### src/rtl/axi_route_pkg.sv
// Shared types and helpers for the AXI write-data router.
// route_t holds one queued {master, slave} routing decision.
package axi_route_pkg;

    // Route fields are stored at a fixed width so the FIFO stays generic;
    // routers narrower than this zero-extend their indices.
    localparam int ROUTE_IDX_W = 4;

    // Default read-only map: slave 0 is the boot ROM.
    localparam logic [5:0] RO_SLV_MASK_DEF = 6'b000001;

    typedef struct packed {
        logic [ROUTE_IDX_W-1:0] mst;
        logic [ROUTE_IDX_W-1:0] slv;
    } route_t;

    // Width of an index able to address n items (at least 1 bit).
    function automatic int idx_w(input int n);
        return (n > 1) ? $clog2(n) : 1;
    endfunction

    // Width of an occupancy counter that counts 0..depth inclusive.
    function automatic int cnt_w(input int depth);
        return $clog2(depth + 1);
    endfunction

endpackage

### src/rtl/axi_route_fifo.sv
// In-order FIFO of route_t entries, DEPTH deep (power of 2, >= 2).
// A push while full and a pop while empty are ignored.
module axi_route_fifo
    import axi_route_pkg::*;
#(
    parameter int DEPTH = 4
) (
    input  logic                      clk,
    input  logic                      rst,
    input  logic                      push,
    input  logic                      pop,
    input  route_t                    din,
    output route_t                    dout,
    output logic                      full,
    output logic                      empty,
    output logic [cnt_w(DEPTH)-1:0]   count
);

    localparam int PW = $clog2(DEPTH);
    localparam int CW = cnt_w(DEPTH);

    route_t          mem [DEPTH];
    logic [PW-1:0]   wr_ptr;
    logic [PW-1:0]   rd_ptr;
    logic            push_ok;
    logic            pop_ok;

    assign full    = (count == CW'(DEPTH));
    assign empty   = (count == '0);
    assign push_ok = push && !full;
    assign pop_ok  = pop && !empty;
    assign dout    = mem[rd_ptr];

    // Pointers and occupancy; pointers wrap naturally since DEPTH is a power of 2.
    always_ff @(posedge clk or posedge rst) begin
        if (rst) begin
            wr_ptr <= '0;
            rd_ptr <= '0;
            count  <= '0;
        end else begin
            if (push_ok) wr_ptr <= wr_ptr + PW'(1);
            if (pop_ok)  rd_ptr <= rd_ptr + PW'(1);
            case ({push_ok, pop_ok})
                2'b10:   count <= count + CW'(1);
                2'b01:   count <= count - CW'(1);
                default: count <= count;
            endcase
        end
    end

    // Entry storage carries no reset; occupancy alone says what is valid.
    always_ff @(posedge clk) begin
        if (push_ok) mem[wr_ptr] <= din;
    end

endmodule

### src/rtl/axi_wdata_router.sv
// AXI W-channel router: steers W beats from the head route's master to its
// slave, in AW order, with several bursts outstanding. Writes aimed at a
// read-only or non-existent slave are absorbed and flagged on wr_err.
// Optional feature macro: AXI_WROUTE_BYPASS_EN (route from an AW push in the
// same cycle when the route FIFO is empty).
module axi_wdata_router
    import axi_route_pkg::*;
#(
    parameter int               NUM_M       = 3,
    parameter int               NUM_S       = 6,
    parameter int               DATA_W      = 32,
    parameter int               STRB_W      = DATA_W / 8,
    parameter int               DEPTH       = 4,
    parameter logic [NUM_S-1:0] RO_SLV_MASK = NUM_S'(RO_SLV_MASK_DEF)
) (
    input  logic                        clk,
    input  logic                        rst,
    input  logic                        aw_push,
    input  logic [idx_w(NUM_M)-1:0]     aw_mst,
    input  logic [idx_w(NUM_S)-1:0]     aw_slv,
    output logic                        aw_ready,
    input  logic [NUM_M*DATA_W-1:0]     wdata_m,
    input  logic [NUM_M*STRB_W-1:0]     wstrb_m,
    input  logic [NUM_M-1:0]            wlast_m,
    input  logic [NUM_M-1:0]            wvalid_m,
    output logic [NUM_M-1:0]            wready_m,
    output logic [NUM_S*DATA_W-1:0]     wdata_s,
    output logic [NUM_S*STRB_W-1:0]     wstrb_s,
    output logic [NUM_S-1:0]            wlast_s,
    output logic [NUM_S-1:0]            wvalid_s,
    input  logic [NUM_S-1:0]            wready_s,
    output logic                        wr_err,
    output logic [cnt_w(DEPTH)-1:0]     outstanding
);

    route_t              aw_route;
    route_t              head;
    route_t              route;
    logic                fifo_push;
    logic                fifo_pop;
    logic                fifo_full;
    logic                fifo_empty;
    logic                route_vld;
    logic                m_ok;
    logic                writable;
    logic                sel_vld;
    logic                sel_last;
    logic                sel_rdy;
    logic [DATA_W-1:0]   sel_data;
    logic [STRB_W-1:0]   sel_strb;
    logic                beat;
    logic                done;
    logic                sink;

    assign aw_route = '{mst: ROUTE_IDX_W'(aw_mst), slv: ROUTE_IDX_W'(aw_slv)};

    axi_route_fifo #(
        .DEPTH (DEPTH)
    ) u_fifo (
        .clk   (clk),
        .rst   (rst),
        .push  (fifo_push),
        .pop   (fifo_pop),
        .din   (aw_route),
        .dout  (head),
        .full  (fifo_full),
        .empty (fifo_empty),
        .count (outstanding)
    );

    assign aw_ready = !fifo_full;
    assign fifo_pop = done && !fifo_empty;

`ifdef AXI_WROUTE_BYPASS_EN
    // With an empty FIFO the incoming AW routes directly; a burst that ends
    // in that same cycle never needs a FIFO entry.
    logic byp;
    assign byp       = fifo_empty && aw_push && !rst;
    assign route_vld = (!fifo_empty || aw_push) && !rst;
    assign route     = fifo_empty ? aw_route : head;
    assign fifo_push = aw_push && !(byp && done);
`else
    // Routing only ever comes from the registered head entry.
    assign route_vld = !fifo_empty && !rst;
    assign route     = head;
    assign fifo_push = aw_push;
`endif

    // Route mux, read-only sink and beat/last detection for the active route.
    // A master index outside NUM_M selects nothing, so no beat is accepted.
    always_comb begin
        wready_m = '0;
        wvalid_s = '0;
        wdata_s  = '0;
        wstrb_s  = '1;
        wlast_s  = '0;
        m_ok     = 1'b0;
        writable = 1'b0;
        sel_vld  = 1'b0;
        sel_last = 1'b0;
        sel_rdy  = 1'b0;
        sel_data = '0;
        sel_strb = '1;
        beat     = 1'b0;
        done     = 1'b0;
        sink     = 1'b0;

        for (int i = 0; i < NUM_M; i++) begin
            if (route_vld && int'(route.mst) == i) begin
                m_ok     = 1'b1;
                sel_vld  = wvalid_m[i];
                sel_last = wlast_m[i];
                sel_data = wdata_m[i*DATA_W +: DATA_W];
                sel_strb = wstrb_m[i*STRB_W +: STRB_W];
            end
        end

        for (int s = 0; s < NUM_S; s++) begin
            if (int'(route.slv) == s && !RO_SLV_MASK[s]) begin
                writable = 1'b1;
                sel_rdy  = wready_s[s];
            end
        end

        if (m_ok) begin
            if (writable) begin
                beat = sel_vld && sel_rdy;
                for (int s = 0; s < NUM_S; s++) begin
                    if (int'(route.slv) == s) begin
                        wvalid_s[s]                  = sel_vld;
                        wdata_s[s*DATA_W +: DATA_W]  = sel_data;
                        wstrb_s[s*STRB_W +: STRB_W]  = sel_strb;
                        wlast_s[s]                   = sel_last;
                    end
                end
            end else begin
                sink = 1'b1;
                beat = sel_vld;
            end
            for (int i = 0; i < NUM_M; i++) begin
                if (int'(route.mst) == i) wready_m[i] = beat;
            end
            done = beat && sel_last;
        end
    end

    // One-cycle error pulse after the last beat of an absorbed burst.
    always_ff @(posedge clk or posedge rst) begin
        if (rst) wr_err <= 1'b0;
        else     wr_err <= sink && done;
    end

endmodule

### config.mk
export PLATFORM = sky130hd
export DESIGN_NAME = axi_wdata_router
export DESIGN_NICKNAME = d
export VERILOG_FILES = /design/src/rtl/axi_route_pkg.sv /design/src/rtl/axi_route_fifo.sv /design/src/rtl/axi_wdata_router.sv
export SDC_FILE = /design/constraint.sdc
export NUM_CORES = 1
export LEC_CHECK = 0
export BUFFER_PORTS_ARGS = -buffer_cell sky130_fd_sc_hd__buf_2
export CELL_PAD_IN_SITES_DETAIL_PLACEMENT = 1
export CELL_PAD_IN_SITES_GLOBAL_PLACEMENT = 1
export CORE_AREA = 2 2 142 144
export DETAILED_ROUTE_END_ITERATION = 8
export DIE_AREA = 0 0 144 146
export GPL_ROUTABILITY_DRIVEN = 0
export GPL_TIMING_DRIVEN = 0
export PLACE_DENSITY = 0.78
export SLEW_MARGIN = 10
export SYNTH_ARGS = -nofsm -noshare
export SYNTH_HDL_FRONTEND = slang
export SYNTH_SLANG_ARGS = --single-unit
### constraint.sdc
create_clock -name clk -period 6.31 [get_ports clk]
set_input_delay 0.631 -clock clk [delete_from_list [all_inputs] [get_ports clk]]
set_output_delay 0.631 -clock clk [all_outputs]
set_load 0.02 [all_outputs]
==> results of run 1 <==
registers in the layout (all words and copies together) (netlist names):
name / flops
u_fifo.mem: 20
u_fifo.count: 3
u_fifo.rd_ptr: 2
u_fifo.wr_ptr: 2
wr_err: 1
cell families after synthesis:
group	count (synthesis)	share of synthesized area, %
simple gates	306	36.9
fa+ha+maj	6	2.19
buf+inv	85	15.0
flops	28	21.3
compound gates	47	8.18
other cells	2	0.199
mux	50	15.0
xor+xnor	6	1.40
placed cells by master, fill, tap and decap left out, types with 3 or more instances in the layout:
master / synthesis / final
mux2_1: 5 / 5
ha_1: 5 / 5
conb_1: 2 / 38
clkbuf_16: 0 / 3
edfxtp_1: 20 / 20
and2_1: 5 / 5
and3_1: 4 / 4
inv_1: 9 / 9
dfrtp_1: 8 / 8
buf_2: 14 / 338
nor2_2: 36 / 36
clkbuf_1: 11 / 11
nor2_1: 144 / 144
mux2i_1: 36 / 36
mux2_2: 5 / 5
or3_1: 3 / 3
o22ai_1: 4 / 4
buf_4: 40 / 40
nand3_1: 9 / 9
buf_6: 10 / 10
o21ai_0: 33 / 33
nand2_1: 81 / 81
mux4_2: 4 / 4
nand2b_1: 8 / 8
nor4b_1: 4 / 4
xnor2_1: 4 / 4
routing by layer:
layer	part of all wire, %	vias to the layer above	global-route usage (%)
met3	5.6	14	1.94
met4	0.90	0	2.65
li1	-	2381	-
met2	52	191	32.0
met1	41	2310	21.3
met5	0	-	0
critical path: stages, from the launching register on:
cell and delay, ns:
dfrtp_1 0.41, nor3_1 0.11, nor2_1 0.48, clkbuf_1 0.58, clkbuf_1 0.48, nand2_1 0.33
nor2_1 0.23, buf_2 0.19
area by class of cell:
class	instances	area (µm²)	area share, %
multi-input cells	453	2540	42.6
repair buffers	324	1620	27.2
flip-flops and latches	28	801	13.4
plain buffers	75	524	8.80
well taps	265	332	5.56
clock buffers	3	75.1	1.26
inverters	10	38.8	0.651
clock inverters	1	30.0	0.504
per-stage QoR:
| stage | utilization (%) | hold slack (ns) | cell area [µm²] | setup WS [ns] | std cells |
|---|---|---|---|---|---|
| 3_5_place_dp | 30.3 | 0.519 | 5850 | 2.52 | 1155 |
| 5_1_grt | 30.8 | 0.375 | 5960 | 2.26 | 1159 |
| 4_1_cts | 30.8 | 0.358 | 5960 | 2.49 | 1159 |
| 2_1_floorplan | - | 0.447 | 3900 | 3.44 | 566 |
| 6_report | 30.8 | 0.354 | 5960 | 2.58 | 1159 |
| 3_3_place_gp | 30.3 | 0.516 | 5850 | 2.53 | 1155 |
path summary, 6_finish.rpt:
check	start	slack [ns]	to
worst max-delay path	u_fifo.count[2]	2.58	wdata_s[118]
worst min-delay path	rst	0.35	u_fifo.wr_ptr[1]
worst max register to register	u_fifo.rd_ptr[0]	2.98	u_fifo.count[2]
worst min register to register	u_fifo.count[0]	0.53	u_fifo.count[0]
max in group asynchronous	rst	5.72	wr_err
min in group clk	u_fifo.count[0]	0.53	u_fifo.count[0]
power groups by stage:
stage          sequential, mW  combinational, mW  clock (mW)
2_1_floorplan           0.287               1.03           0
3_3_place_gp            0.282               1.48           0
3_5_place_dp            0.284               1.51           0
4_1_cts                 0.282               1.51       0.192
5_1_grt                 0.288               1.64       0.198
6_report                0.282               1.49       0.187
==> impl_results.md, run 1 <==
- Status: finished, final reports clean
- Clock slew at reported path FFs: 0.07 ns
- Clk network pwr share: roughly a tenth
- HP Class: primary input to asynchronous set/reset pin
- Clk_lat worst skew: around 0.27 ns
- Crit path kind: flop to output pin
- DR pass1 iterations: 4
- Fraction of registers with async set or reset after synthesis: ~29%
- Max Cap Viol: 0
- Via Count: 4896
- Post-Syn Instances: 530
- Sw Pwr: roughly 1.1 mW
- Crit share post-route: 59.2%
- Final Hold Fails: 0
- First-pass GRT wire length: roughly 28000 µm
- Worst Path Required: 5.68 ns
- Vias in the first global route: 4665
- Ys flop type: edfxtp_1
- P_int: roughly 0.87 mW
- Routed length per instance: between 15 and 20 µm
- Row count: 51
- Synth area leader: edfxtp_1
- VDD IR max: between 0.2 and 0.25 mV
- GRT overflow: 0
- Fillcell total: 2555
- Ranking of synthesized cells by area: edfxtp_1, nor2_1, mux2i_1
- Worst-path maximum fanout: 10
- WP data arrival: 3.10 ns
- Power share of the combinational group: between 70% and 80%
- Num Clock Sinks: 28
- #FFs+latches synth: 28
- Syn. warnings: 0
- Largest net degree at the start of global routing: 17
- Synth top cells by count: nor2_1, nand2_1, buf_4, mux2i_1, nor2_2
- Unique masters post-synth: between 40 and 50
- Synth Area per Inst: 7.10 µm²
- Hold_buf cts: 0
- Clk root buf: clkbuf_16
- RSZ-0062 raised after global routing: no
- CTS tree: done
- Net Sw Frac: a little under three fifths
- Post-cts resize count: 0
- Sequential-to-total area share from yosys stat: 21.3%
- Slew Viols, Final: 0
- # Post-CTS Setup Buffers: 0
- Antenna cells: 0
- Worst slew pin tran: 0.664 ns
- P&R area growth vs syn: 58.3%
- Port Buffers: 324
- Final worst path period need: 3.73 ns
- Via-per-instance ratio: around 4.2
- Initial Util: 19.5%
- Worst slew margin: between 50% and 60%
- CP endpoint kind: output pin
- Cells on worst reg2reg path: 14
- Drt drc: 0
- Post-Synthesis Cell Area: between 0.003 and 0.004 mm²
- Flop pwr share: between 10% and 20%
- CTS HTree Levels: 1
- Die X: 144 µm
- Total power: 1.96 mW
- Layout cells sized above 1: roughly half
- F_max: about 0.27 GHz
- Final ANT Viol Nets: 0
- Worst clock skew: around 0.0029 ns
- CTS Buf Count: 3
- IO Pins: 364
- Core ar.: just under 0.02 mm²
- P_leak: about 3.1 nW
- CTS Buffer Depth: 2
- Chip Height: approximately 150 µm
- Worst Setup Start Kind: flop
- Post-synth EDFFs: 20
- Initial DRC count: 160
- DP Wirelength: between 15000 and 20000 µm
- Die area: around 0.021 mm²
- Gr usage total: 17.1%
- Nets@finish: ~1000
- Initial antenna violation count: 0
- Top cell type's share of synthesized area: 16.0%
- Setup-violating endpoint count in the final report: 0
- Most frequent cell after synthesis: nor2_1
- Final WL: just under 20000 µm
- Final setup TNS: 0 ns
- Pwr dens: 329 mW/mm²
Note: power is estimated with default switching activity, not from simulation.
==> run 2, diff against run 1 <==
ABC_AREA = 1   (was default)
CORE_AREA = 2 2 143 145   (was 2 2 142 144)
DIE_AREA = 0 0 145 147   (was 0 0 144 146)
PLACE_DENSITY = 0.8   (was 0.78)
clock period = 3.35 ns   (was 6.31 ns; I/O delays follow)
==> run 2 against run 1 <==
Compared with the run above: non-clock buffer count is 6 lower; worst hold slack worse by 0.33 ns; critical path depth is 5 higher; count of clock-buffer cells in the layout is 1 higher; first-iteration DRC count is 63% higher; sequential power is 86% higher; via count is 2.8% higher; setup slack worse by 2.3 ns; clock power is 43% higher; synthesized cell count is 4.3% higher; routed wire length is 0.94% lower; global-route usage hardly changed; critical endpoint is now wdata_s[79].
==> impl_results.md, run 2 <==
- Crit share post-route: between 90% and 100%
- #FFs+latches synth: 28
- Clock slew at reported path FFs: around 0.060 ns
- P&R area growth vs syn: 59.5%
- Max Cap Viol: 0
- # Post-CTS Setup Buffers: 0
- Final Non-Filler Cells: approximately 1200
- CP endpoint kind: output pin
- Gr usage total: 17.2%
- Setup-violating endpoint count in the final report: 0
- Most frequent cells in the layout: buf_2, nor2_1, nand2_1
- Layout cells sized above 1: a little under half
- Initial antenna violation count: 1
- Drt drc: 0
- Crit path kind: flop to output pin
- Top cell type's share of synthesized area: between 10% and 20%
- Post-Synthesis Cell Area: about 0.0037 mm²
- Biggest register: u_fifo.mem
- Post-Syn Instances: ~550
- Total placed cells including tap cells: roughly 1200
- RSZ-0062 raised after global routing: no
- Synth top cells by count: nor2_1, nand2_1, buf_4, nand3_1, inv_1
- Status: finished, final reports clean
- DP Wirelength: between 15000 and 20000 µm
- Nets@finish: between 1000 and 1500
- Port Buffers: ~320
- Post-cts resize count: 0
- IO Pins: 364
- Worst Setup Start Kind: flop
- Routed length per instance: 16.4 µm
- Hold_buf cts: 0
- Initial DRC count: 260
- P_leak: roughly 3.2 nW
- Pwr dens: between 700 and 800 mW/mm²
- GRT overflow: 0
- WP data arrival: 2.75 ns
- CTS HTree Levels: 1
- Worst-path maximum fanout: 10
- F_max: around 0.32 GHz
- HP Class: primary input to asynchronous set/reset pin
- Die area: 0.0213 mm²
- Final setup TNS: 0 ns
- Ranking of synthesized cells by area: nor2_1, edfxtp_1, nand2_1
- Worst slew pin tran: between 0.7 and 0.8 ns
- First-pass GRT wire length: between 20000 and 30000 µm
- Die X: roughly 150 µm
- Syn. warnings: 0
- Post-synth EDFFs: 20
- Core ar.: around 0.02 mm²
- Most common cell after layout, fill and taps aside: buf_2
- Chip Height: about 150 µm
- Vias in the first global route: roughly 5000
- Unique masters post-synth: 33
- Final ANT Viol Nets: 0
- Sequential-to-total area share from yosys stat: a little over a fifth
- Fraction of registers with async set or reset after synthesis: 28.6%
- Fillcell total: approximately 2700
- Final Hold Fails: 0
- Worst Path Required: around 3 ns
- Slew Viols, Final: 0
- Synth Area per Inst: about 6.6 µm²
- Most frequent cell after synthesis: nor2_1
- Max FFs per register: 20
- CTS tree: done
- Worst clock skew: ~0.00099 ns
- VDD IR max: ~0.31 mV
- Initial Util: a little under a fifth
- Clk root buf: clkbuf_16
- Final WL: just under 20000 µm
- Row count: 52
- DR pass1 iterations: 5
- Worst slew margin: between 50% and 60%
- Via-per-instance ratio: 4.24
- Largest registers: u_fifo.mem: 20 flops, u_fifo.count: 3 flops
- Core Util, Final: about 29%
- CTS Buffer Depth: 2
- Synth area leader: nor2_1
- Final worst path period need: approximately 3.1 ns
- Num Clock Sinks: 28
- Clk_lat worst skew: between 0.2 and 0.3 ns
- CTS Buf Count: 3
- Largest net degree at the start of global routing: 16
- Via Count: around 5000
- Ys flop type: edfxtp_1
-- run 2: changes by cell type after synthesis, moves of 8 or more --
cell       previous run  this run
o21ai_0              33        21
o2bb2ai_4             0         8
nand3_1               9        31
o2bb2ai_2             0         9
mux2i_1              36         0
inv_1                 9        26
nor2_1              144       187
nor2_2               36         1
nand2b_1              8         0
o21ai_1               0        18
nand2_1              81       103
-- run 2: power by group --
part / switching (mW) / internal, mW / leakage [nW] / total (mW)
combinational: 2.37 / 1.01 / 2.84 / 3.38
clock: 0.105 / 0.163 / 0.0382 / 0.268
sequential: 0.0553 / 0.469 / 0.281 / 0.525
-- run 2: critical path: stages (launching register included) --
cell      delay, ns
dfrtp_1        0.35
buf_2          0.18
inv_2          0.13
nand3_2        0.11
nand2_4        0.12
nand2_4        0.07
inv_2          0.20
clkbuf_1       0.43
o21ai_0        0.20
nand2_1        0.13
o21ai_1        0.21
nor2_1         0.17
buf_2          0.19
-- run 2: final cells by class --
cell class	count	area, µm²	area share, %
Multi-Input combinational cell	460	2400	41.2
Buffer	69	465	7.98
Antenna cell	1	2.50	0.0429
Timing Repair Buffer	324	1620	27.8
Sequential cell	28	801	13.7
Inverter	32	120	2.06
Clock buffer	4	78.8	1.35
Tap cell	270	338	5.79
-- run 2: per-stage QoR --
| step | cell area [µm²] | setup slack (ns) | total power, mW | hold slack, ns |
|---|---|---|---|---|
| 2_1_floorplan | 3790 | 0.778 | 2.84 | 0.151 |
| 3_3_place_gp | 5750 | 0.357 | 3.87 | 0.308 |
| 3_5_place_dp | 5750 | 0.263 | 3.94 | 0.320 |
| 4_1_cts | 5830 | 0.235 | 4.21 | 0.0422 |
| 5_1_grt | 5830 | 0.0897 | 4.51 | 0.0496 |
| 6_report | 5830 | 0.266 | 4.17 | 0.0259 |
-- run 2: kinds of logic (layout without fill, tap and decap cells) --
group                    Yosys count  count (layout)  share of synthesized area [%]
AO/OA/AOI/OAI                     75              75                           20.3
XOR/XNOR                           4               4                          0.959
flip-flops                        28              28                           21.9
other                              2              39                          0.205
buffers and inverters            101             429                           16.0
adder cells (fa/ha/maj)            6               6                           2.26
AND/OR/NAND/NOR                  337             337                           38.3
-- run 2: path summary, 6_finish.rpt --
kind / startpoint / to / slack (ns) / cells after the start
worst max register to register: u_fifo.rd_ptr[1] / u_fifo.count[2] / 0.32 / 16
max in group asynchronous: rst / wr_err / 3.10 / 2
worst max-delay path: u_fifo.rd_ptr[1] / wdata_s[79] / 0.27 / 12
worst min-delay path: rst / u_fifo.wr_ptr[0] / 0.03 / 2
worst min register to register: u_fifo.count[0] / u_fifo.count[0] / 0.55 / 1
min in group clk: aw_slv[2] / u_fifo.mem[0][2] / 0.30 / 1
-- run 2: layer usage --
metal	track usage, %	up-vias	wire length, µm
met2	34.0	198	10500
met4	2.13	2	180
li1	-	2430	-
met5	0	-	7
met1	20.0	2390	7650
met3	2.58	15	1200
